File: src/rtl/uart_rx_word_ctrl.sv
// -----------------------------------------------------------------------------
// uart_rx_word_ctrl
//
// Purpose:
//   Sits between the UART byte receiver and the core's input port/loader.
//   Received bytes are buffered in a small byte FIFO and then assembled into
//   32-bit big-endian words (mode_word=1) or single zero-extended bytes
//   (mode_word=0). Each word is offered on a valid/ready handshake. A byte
//   that arrives while the FIFO is full is dropped and the sticky overflow
//   flag is set.
//
// Optional feature (macro RX_TIMEOUT_EN):
//   Adds an idle counter. A partially gathered word (1..3 bytes) with an
//   empty FIFO is flushed after TIMEOUT_CYCLES idle cycles, zero-padded with
//   the received bytes left-aligned, and flagged with word_partial.
//
// Parameters:
//   DEPTH          byte FIFO depth (power of two, >= 4)
//   TIMEOUT_CYCLES idle cycles before a partial word is flushed
//                  (only present with RX_TIMEOUT_EN)
//
// Ports:
//   CLK           in   system clock
//   RST_N         in   synchronous reset, active low
//   byte_in       in   [7:0] received byte, qualified by byte_valid
//   byte_valid    in   one-cycle pulse per received byte
//   mode_word     in   1: four bytes per word, 0: one byte per word
//   word_out      out  [31:0] assembled word
//   word_valid    out  word_out holds a word
//   word_ready    in   consumer accepts word_out this cycle
//   level         out  [$clog2(DEPTH):0] bytes currently in the FIFO
//   overflow      out  sticky: a byte was dropped on a full FIFO
//   word_partial  out  current word_out was timeout-flushed (RX_TIMEOUT_EN)
// -----------------------------------------------------------------------------
module uart_rx_word_ctrl #(
  parameter int DEPTH = 16
`ifdef RX_TIMEOUT_EN
  ,
  parameter int TIMEOUT_CYCLES = 26040
`endif
) (
  input  logic                   CLK,
  input  logic                   RST_N,
  input  logic [7:0]             byte_in,
  input  logic                   byte_valid,
  input  logic                   mode_word,
  output logic [31:0]            word_out,
  output logic                   word_valid,
  input  logic                   word_ready,
  output logic [$clog2(DEPTH):0] level,
  output logic                   overflow
`ifdef RX_TIMEOUT_EN
  ,
  output logic                   word_partial
`endif
);

  localparam int AW = $clog2(DEPTH);
  localparam int LW = AW + 1;
  localparam logic [LW-1:0] FULL_LEVEL = LW'(DEPTH);

  typedef enum logic [1:0] {
    S_IDLE,
    S_GATHER,
    S_PRESENT
  } state_t;

  state_t        state_reg, state_next;

  logic [7:0]    mem_reg [DEPTH];
  logic [AW-1:0] wr_ptr_reg, rd_ptr_reg;
  logic [LW-1:0] level_reg, level_next;
  logic          overflow_reg, overflow_next;

  logic [2:0]    need_reg, need_next;
  logic [2:0]    cnt_reg, cnt_next;
  logic [31:0]   shift_reg, shift_next;
  logic [31:0]   word_reg, word_next;
  logic          valid_reg, valid_next;

  logic          push;
  logic          pop;
  logic [7:0]    rd_byte;

`ifdef RX_TIMEOUT_EN
  logic [31:0]   idle_reg, idle_next;
  logic          partial_reg, partial_next;
`endif

  // ---------------------------------------------------------------------------
  // Byte FIFO
  // ---------------------------------------------------------------------------
  // Full is judged on the registered level only, so a pop in the same cycle
  // does not make room for an incoming byte.
  assign push = byte_valid && (level_reg != FULL_LEVEL);

  always_ff @(posedge CLK) begin
    if (push) begin
      mem_reg[wr_ptr_reg] <= byte_in;
    end
  end

  // The popped byte is consumed in the same cycle it is popped, so the
  // (small) storage is read combinationally rather than through a read
  // register.
  assign rd_byte = mem_reg[rd_ptr_reg];

  always_comb begin
    level_next    = level_reg + LW'(push) - LW'(pop);
    overflow_next = overflow_reg | (byte_valid && (level_reg == FULL_LEVEL));
  end

  always_ff @(posedge CLK) begin
    if (!RST_N) begin
      wr_ptr_reg   <= '0;
      rd_ptr_reg   <= '0;
      level_reg    <= '0;
      overflow_reg <= 1'b0;
    end else begin
      if (push) begin
        wr_ptr_reg <= wr_ptr_reg + AW'(1);
      end
      if (pop) begin
        rd_ptr_reg <= rd_ptr_reg + AW'(1);
      end
      level_reg    <= level_next;
      overflow_reg <= overflow_next;
    end
  end

  // ---------------------------------------------------------------------------
  // Word assembly FSM: state register
  // ---------------------------------------------------------------------------
  always_ff @(posedge CLK) begin
    if (!RST_N) begin
      state_reg   <= S_IDLE;
      need_reg    <= 3'd1;
      cnt_reg     <= 3'd0;
      shift_reg   <= '0;
      word_reg    <= '0;
      valid_reg   <= 1'b0;
`ifdef RX_TIMEOUT_EN
      idle_reg    <= '0;
      partial_reg <= 1'b0;
`endif
    end else begin
      state_reg   <= state_next;
      need_reg    <= need_next;
      cnt_reg     <= cnt_next;
      shift_reg   <= shift_next;
      word_reg    <= word_next;
      valid_reg   <= valid_next;
`ifdef RX_TIMEOUT_EN
      idle_reg    <= idle_next;
      partial_reg <= partial_next;
`endif
    end
  end

  // ---------------------------------------------------------------------------
  // Word assembly FSM: next state and datapath
  // ---------------------------------------------------------------------------
  always_comb begin
    state_next   = state_reg;
    need_next    = need_reg;
    cnt_next     = cnt_reg;
    shift_next   = shift_reg;
    word_next    = word_reg;
    valid_next   = valid_reg;
    pop          = 1'b0;
`ifdef RX_TIMEOUT_EN
    partial_next = partial_reg;
    // Idle time only accumulates while a word is partly gathered and
    // starved of bytes; any byte activity restarts it.
    idle_next    = idle_reg;
    if (byte_valid || (state_reg == S_GATHER && level_reg != '0)) begin
      idle_next = '0;
    end else if (state_reg == S_GATHER && cnt_reg != 3'd0) begin
      idle_next = idle_reg + 32'd1;
    end
`endif

    case (state_reg)
      S_IDLE: begin
        // mode_word is captured once per word here; later changes wait
        // for the next word.
        if (level_reg != '0) begin
          need_next  = mode_word ? 3'd4 : 3'd1;
          cnt_next   = 3'd0;
          shift_next = '0;
          state_next = S_GATHER;
        end
      end

      S_GATHER: begin
        if (level_reg != '0) begin
          pop        = 1'b1;
          shift_next = {shift_reg[23:0], rd_byte};
          cnt_next   = cnt_reg + 3'd1;
          // With a cleared shift register a single byte is already
          // zero-extended, so both modes present shift_next directly.
          if (cnt_next == need_reg) begin
            word_next  = shift_next;
            valid_next = 1'b1;
            state_next = S_PRESENT;
          end
        end
`ifdef RX_TIMEOUT_EN
        else if (!byte_valid && cnt_reg != 3'd0 &&
                 idle_reg == 32'(TIMEOUT_CYCLES - 1)) begin
          // Left-align the gathered bytes: shift out the missing lanes.
          word_next    = shift_reg << (6'd32 - {cnt_reg, 3'b000});
          valid_next   = 1'b1;
          partial_next = 1'b1;
          idle_next    = '0;
          state_next   = S_PRESENT;
        end
`endif
      end

      S_PRESENT: begin
        if (word_ready) begin
          valid_next = 1'b0;
`ifdef RX_TIMEOUT_EN
          partial_next = 1'b0;
`endif
          state_next = S_IDLE;
        end
      end

      default: begin
        state_next = S_IDLE;
      end
    endcase
  end

  assign word_out     = word_reg;
  assign word_valid   = valid_reg;
  assign level        = level_reg;
  assign overflow     = overflow_reg;
`ifdef RX_TIMEOUT_EN
  assign word_partial = partial_reg;
`endif

endmodule
File: config.mk
export PLATFORM = sky130hd
export DESIGN_NAME = uart_rx_word_ctrl
export DESIGN_NICKNAME = d
export VERILOG_FILES = /design/src/rtl/uart_rx_word_ctrl.sv
export SDC_FILE = /design/constraint.sdc
export NUM_CORES = 1
export LEC_CHECK = 0
export CAP_MARGIN = 20
export CORE_MARGIN = 10
export CORE_UTILIZATION = 44
export CTS_CLUSTER_SIZE = 40
export DETAILED_ROUTE_END_ITERATION = 10
export HOLD_SLACK_MARGIN = 0.03
export PLACE_DENSITY = 0.7
export SYNTH_ARGS = -nofsm -noshare
export SYNTH_HDL_FRONTEND = slang
export SYNTH_SLANG_ARGS = --single-unit
File: constraint.sdc
create_clock -name CLK -period 3 [get_ports CLK]
set_input_delay 0.75 -clock CLK [delete_from_list [all_inputs] [get_ports CLK]]
set_output_delay 0.75 -clock CLK [all_outputs]
set_load 0.01 [all_outputs]
==> reports/results.txt <==
The relative max-transition margin came out at 0.451. The synthesized area per cell came out at 13.7 um^2. The run gives 0.135 as the global router's overall resource usage. The run gives 1 as the number of H-tree levels. The synthesized cell area came out at 0.00817 mm^2. The tools report the post-route setup TNS as 0 ns. In this run the static leakage power is 3.15 nW. For the multi-input combinational cell area, the log shows 0.00243 mm^2.

The storage element area is 0.00549 mm^2. The share of layout cells above drive strength 1 is 0.141, and the final setup violation count is 0. The worst hold path belongs to the class reg2reg. The first global-routing pass estimated 26600 um of wire. Top-area cell type share of the netlist area: 0.470. Most used standard cell by instance count after synthesis: sky130_fd_sc_hd__edfxtp_1. The worst setup path is launched from a flop. The number of I/O pins is 52, and the worst setup skew after layout is 0.0229 ns.

The critical path is of the reg2reg type. The number of synthesized register bits came out at 210. Before CTS, the worst setup slack after placement is 0.245 ns. After detailed routing, the total wire length is 17200 um. The post-placement cell count is 867. The total area inside the core boundary comes to 0.0181 mm^2. The average detailed-routed wire length per instance came out at 19.1 um. Entering global routing, the biggest net connects 38 pins. Across the VDD grid, the largest voltage drop is 0.526 mV. The vertical extent of the die is 156 um, and the upper clock frequency limit is 0.378 GHz. The run gives 3 as the worst-case clock buffer depth. The tools report the element type at the critical path end as a flop. Synthesis instantiated 45 different standard cells from the library. The portion of the post-synthesis area used by sequential elements is 0.671, and the count of flip-flops with a built-in enable after synthesis is 128. The first routing iteration left 353 violations.

The maximum cell stage delay along the critical path was 0.54 ns; the count of maximum capacitance violations was 0. The placer's final routability congestion estimate was 0.820; the required time at the worst-slack endpoint was 3.35 ns. The total of warnings raised by yosys is 0. The antenna diode count is 0. Primary flip-flop cell chosen by synthesis mapping: sky130_fd_sc_hd__edfxtp_1.

The count of endpoints failing hold in the final timing report came out at 0. Summed over all layers, the global routing overflow is 0. The die extent in x is 156 um, and the number of nets at the end of the flow is 686. The largest total area in the synthesized netlist belongs to sky130_fd_sc_hd__edfxtp_1.

The count of nets left with antenna violations once routing finished came out at 0. Maximum fanout along the worst path: 3. The register with the most flip-flops in the layout has 128 of them. After technology mapping, the gate count stands at 598. Power spread over the standard cell area amounts to 847 mW/mm^2. Traced cell by cell, the critical path runs through inv_1, ha_1, nor4b_1, nor3_2, nand2_1, nand2_1, ha_1, fa_1, a21oi_1, o21bai_1, xnor2_1, nor2_1. Setup repair after global routing left no endpoint under its margin.

The number of non-filler instances in the completed layout is 903. Across all layers, the routed design uses 4982 vias. The tools report the via count of the first global-routing pass as 4902. The number of nets in the synthesized netlist is 623. The run gives 0 as the total of cells resized after clock tree synthesis. TritonCTS built the clock tree.

The slowest cell on the critical path was sky130_fd_sc_hd__nor4b_1. The initial antenna violation count was 0; the total power was 8.14 mW. The routing usage on met2 is 0.230. The met1 track demand over resource is 0.171. Fill cells in the final layout number 1486.

Data on the critical path arrives at its endpoint at 3.00 ns. Buffers placed on the I/O ports in this run total 51. The share of the core filled with cells in the final layout is 0.530, and the layout-stage area growth over the synthesis result is 17.6%.

The clock slew seen by the registers of the worst setup and hold paths came out at 0.06 ns. In the routed design, unresolved DRC markers number 0. The average via count per standard cell works out to 5.52. The tools report the number of placement rows as 49.

In this run the most used layer during global routing was met2. The post-route fraction of the period consumed by the critical path is 0.882, and the initial cell density of the core is 0.450. The first detailed-routing pass ran for 5 iterations.

The floorplan step defined a die boundary enclosing 0.0244 mm^2. The flow ran to the end, and the final reports show no timing, DRC or antenna violations. In this run the clock root is driven by a sky130_fd_sc_hd__clkbuf_16. The worst path in the final design needs a cycle of 2.65 ns, including I/O delays and setup. Detailed placement ended at an HPWL of 11800 um.

In this run, post-CTS hold repair placed 0 buffers. The number of clock buffers inserted by TritonCTS is 21, and the share of synthesized registers carrying an async set or reset is 0. The tools report the number of pins with negative max-slew slack in the final report as 0.

The met3 track utilization from global routing was 0.0280. For the pin with the worst max-slew slack, the measured transition is 0.822 ns. Counting instances in the post-synthesis netlist gives the leading cell types as sky130_fd_sc_hd__edfxtp_1, sky130_fd_sc_hd__dfxtp_1, sky130_fd_sc_hd__nand3_1, sky130_fd_sc_hd__nand2_1, sky130_fd_sc_hd__a21oi_1. The tree built by TritonCTS fans out to 210 sinks.

The clock reaches the later pin of the worst-skew pair after 0.51 ns. The number of setup buffers added after CTS came out at 0. Sorting the synthesized cells by area gives the leading types as sky130_fd_sc_hd__edfxtp_1, sky130_fd_sc_hd__dfxtp_1, sky130_fd_sc_hd__mux4_2.

The worst path meets setup with 0.354 ns of slack.
==> per-layer routing <==
metal	routed length (um)	vias to the layer above	part of all wire
met4	295	0	0.017
met2	8500	135	0.49
met1	7410	2458	0.43
met5	0	-	0
met3	1010	21	0.059
li1	-	2368	-
==> kinds of logic (layout without fill, tap and decap cells) <==
family,after synthesis,count (layout),share of synthesized area
flip-flops,210,210,0.671
AO/OA/AOI/OAI,108,108,0.0761
multiplexers,34,34,0.0906
buffers and inverters,52,128,0.0317
AND/OR/NAND/NOR,171,171,0.0978
XOR/XNOR,11,11,0.0135
adder cells (fa/ha/maj),12,12,0.0193
==> cell type report <==
type	instances	area share
Clock buffer	29	0.0588
Timing Repair Buffer	82	0.0773
Clock inverter	7	0.00638
Sequential cell	210	0.571
Multi-Input combinational cell	336	0.253
Tap cell	229	0.0298
Inverter	10	0.00390
==> per-stage QoR <==
stage / cell area, um^2 / hold slack (ns)
6_report: 9620 / 0.454
2_1_floorplan: 8170 / 0.432
5_1_grt: 9620 / 0.475
3_3_place_gp: 8990 / 0.443
4_1_cts: 9620 / 0.453
3_5_place_dp: 8990 / 0.444
==> path summary, 6_finish.rpt <==
check	startpoint	endpoint	slack [ns]	cells after the start
max	level[3]$_SDFF_PN0_	level[4]$_SDFF_PN0_	0.35	12
min	shift_reg[22]$_SDFFE_PN0P_	shift_reg[22]$_SDFFE_PN0P_	0.45	2
max reg2reg	level[3]$_SDFF_PN0_	level[4]$_SDFF_PN0_	0.35	12
min reg2reg	shift_reg[22]$_SDFFE_PN0P_	shift_reg[22]$_SDFFE_PN0P_	0.45	2
==> power by group <==
group	leakage (nW)	internal [mW]	switching, mW
Clock	0.308	1.40	1.01
Sequential	1.82	3.30	0.226
Combinational	1.02	0.870	1.34
==> worst max-delay path, delay by kind of cell (launching register included) <==
| family | cells | cell delay [ns] |
|---|---|---|
| buf+inv | 1 | 0.09 |
| fa+ha+maj | 3 | 0.81 |
| flops | 1 | 0.33 |
| simple gates | 5 | 0.91 |
| compound gates | 2 | 0.24 |
| xor+xnor | 1 | 0.15 |
==> cells in the final DEF, fill, tap and decap left out, types with 3 or more instances in the layout <==
cell type                         count
sky130_fd_sc_hd__a22oi_1              8
sky130_fd_sc_hd__nand3_1             54
sky130_fd_sc_hd__and3_1              10
sky130_fd_sc_hd__inv_1                9
sky130_fd_sc_hd__nand2_1             53
sky130_fd_sc_hd__buf_4               31
sky130_fd_sc_hd__o21ai_1              8
sky130_fd_sc_hd__clkdlybuf4s50_1     51
sky130_fd_sc_hd__o22ai_1              8
sky130_fd_sc_hd__edfxtp_1           128
sky130_fd_sc_hd__xnor2_1              6
sky130_fd_sc_hd__and2_1               4
sky130_fd_sc_hd__dfxtp_1             81
sky130_fd_sc_hd__nor2_1              31
sky130_fd_sc_hd__clkbuf_16           21
sky130_fd_sc_hd__ha_1                11
sky130_fd_sc_hd__o41ai_1              8
sky130_fd_sc_hd__xor2_1               4
sky130_fd_sc_hd__clkbuf_1             7
sky130_fd_sc_hd__clkinv_2             3
sky130_fd_sc_hd__o21ai_0             19
sky130_fd_sc_hd__mux4_2              32
sky130_fd_sc_hd__a21oi_1             50
sky130_fd_sc_hd__nor3_1               6
(Power assumes the default switching activity.)
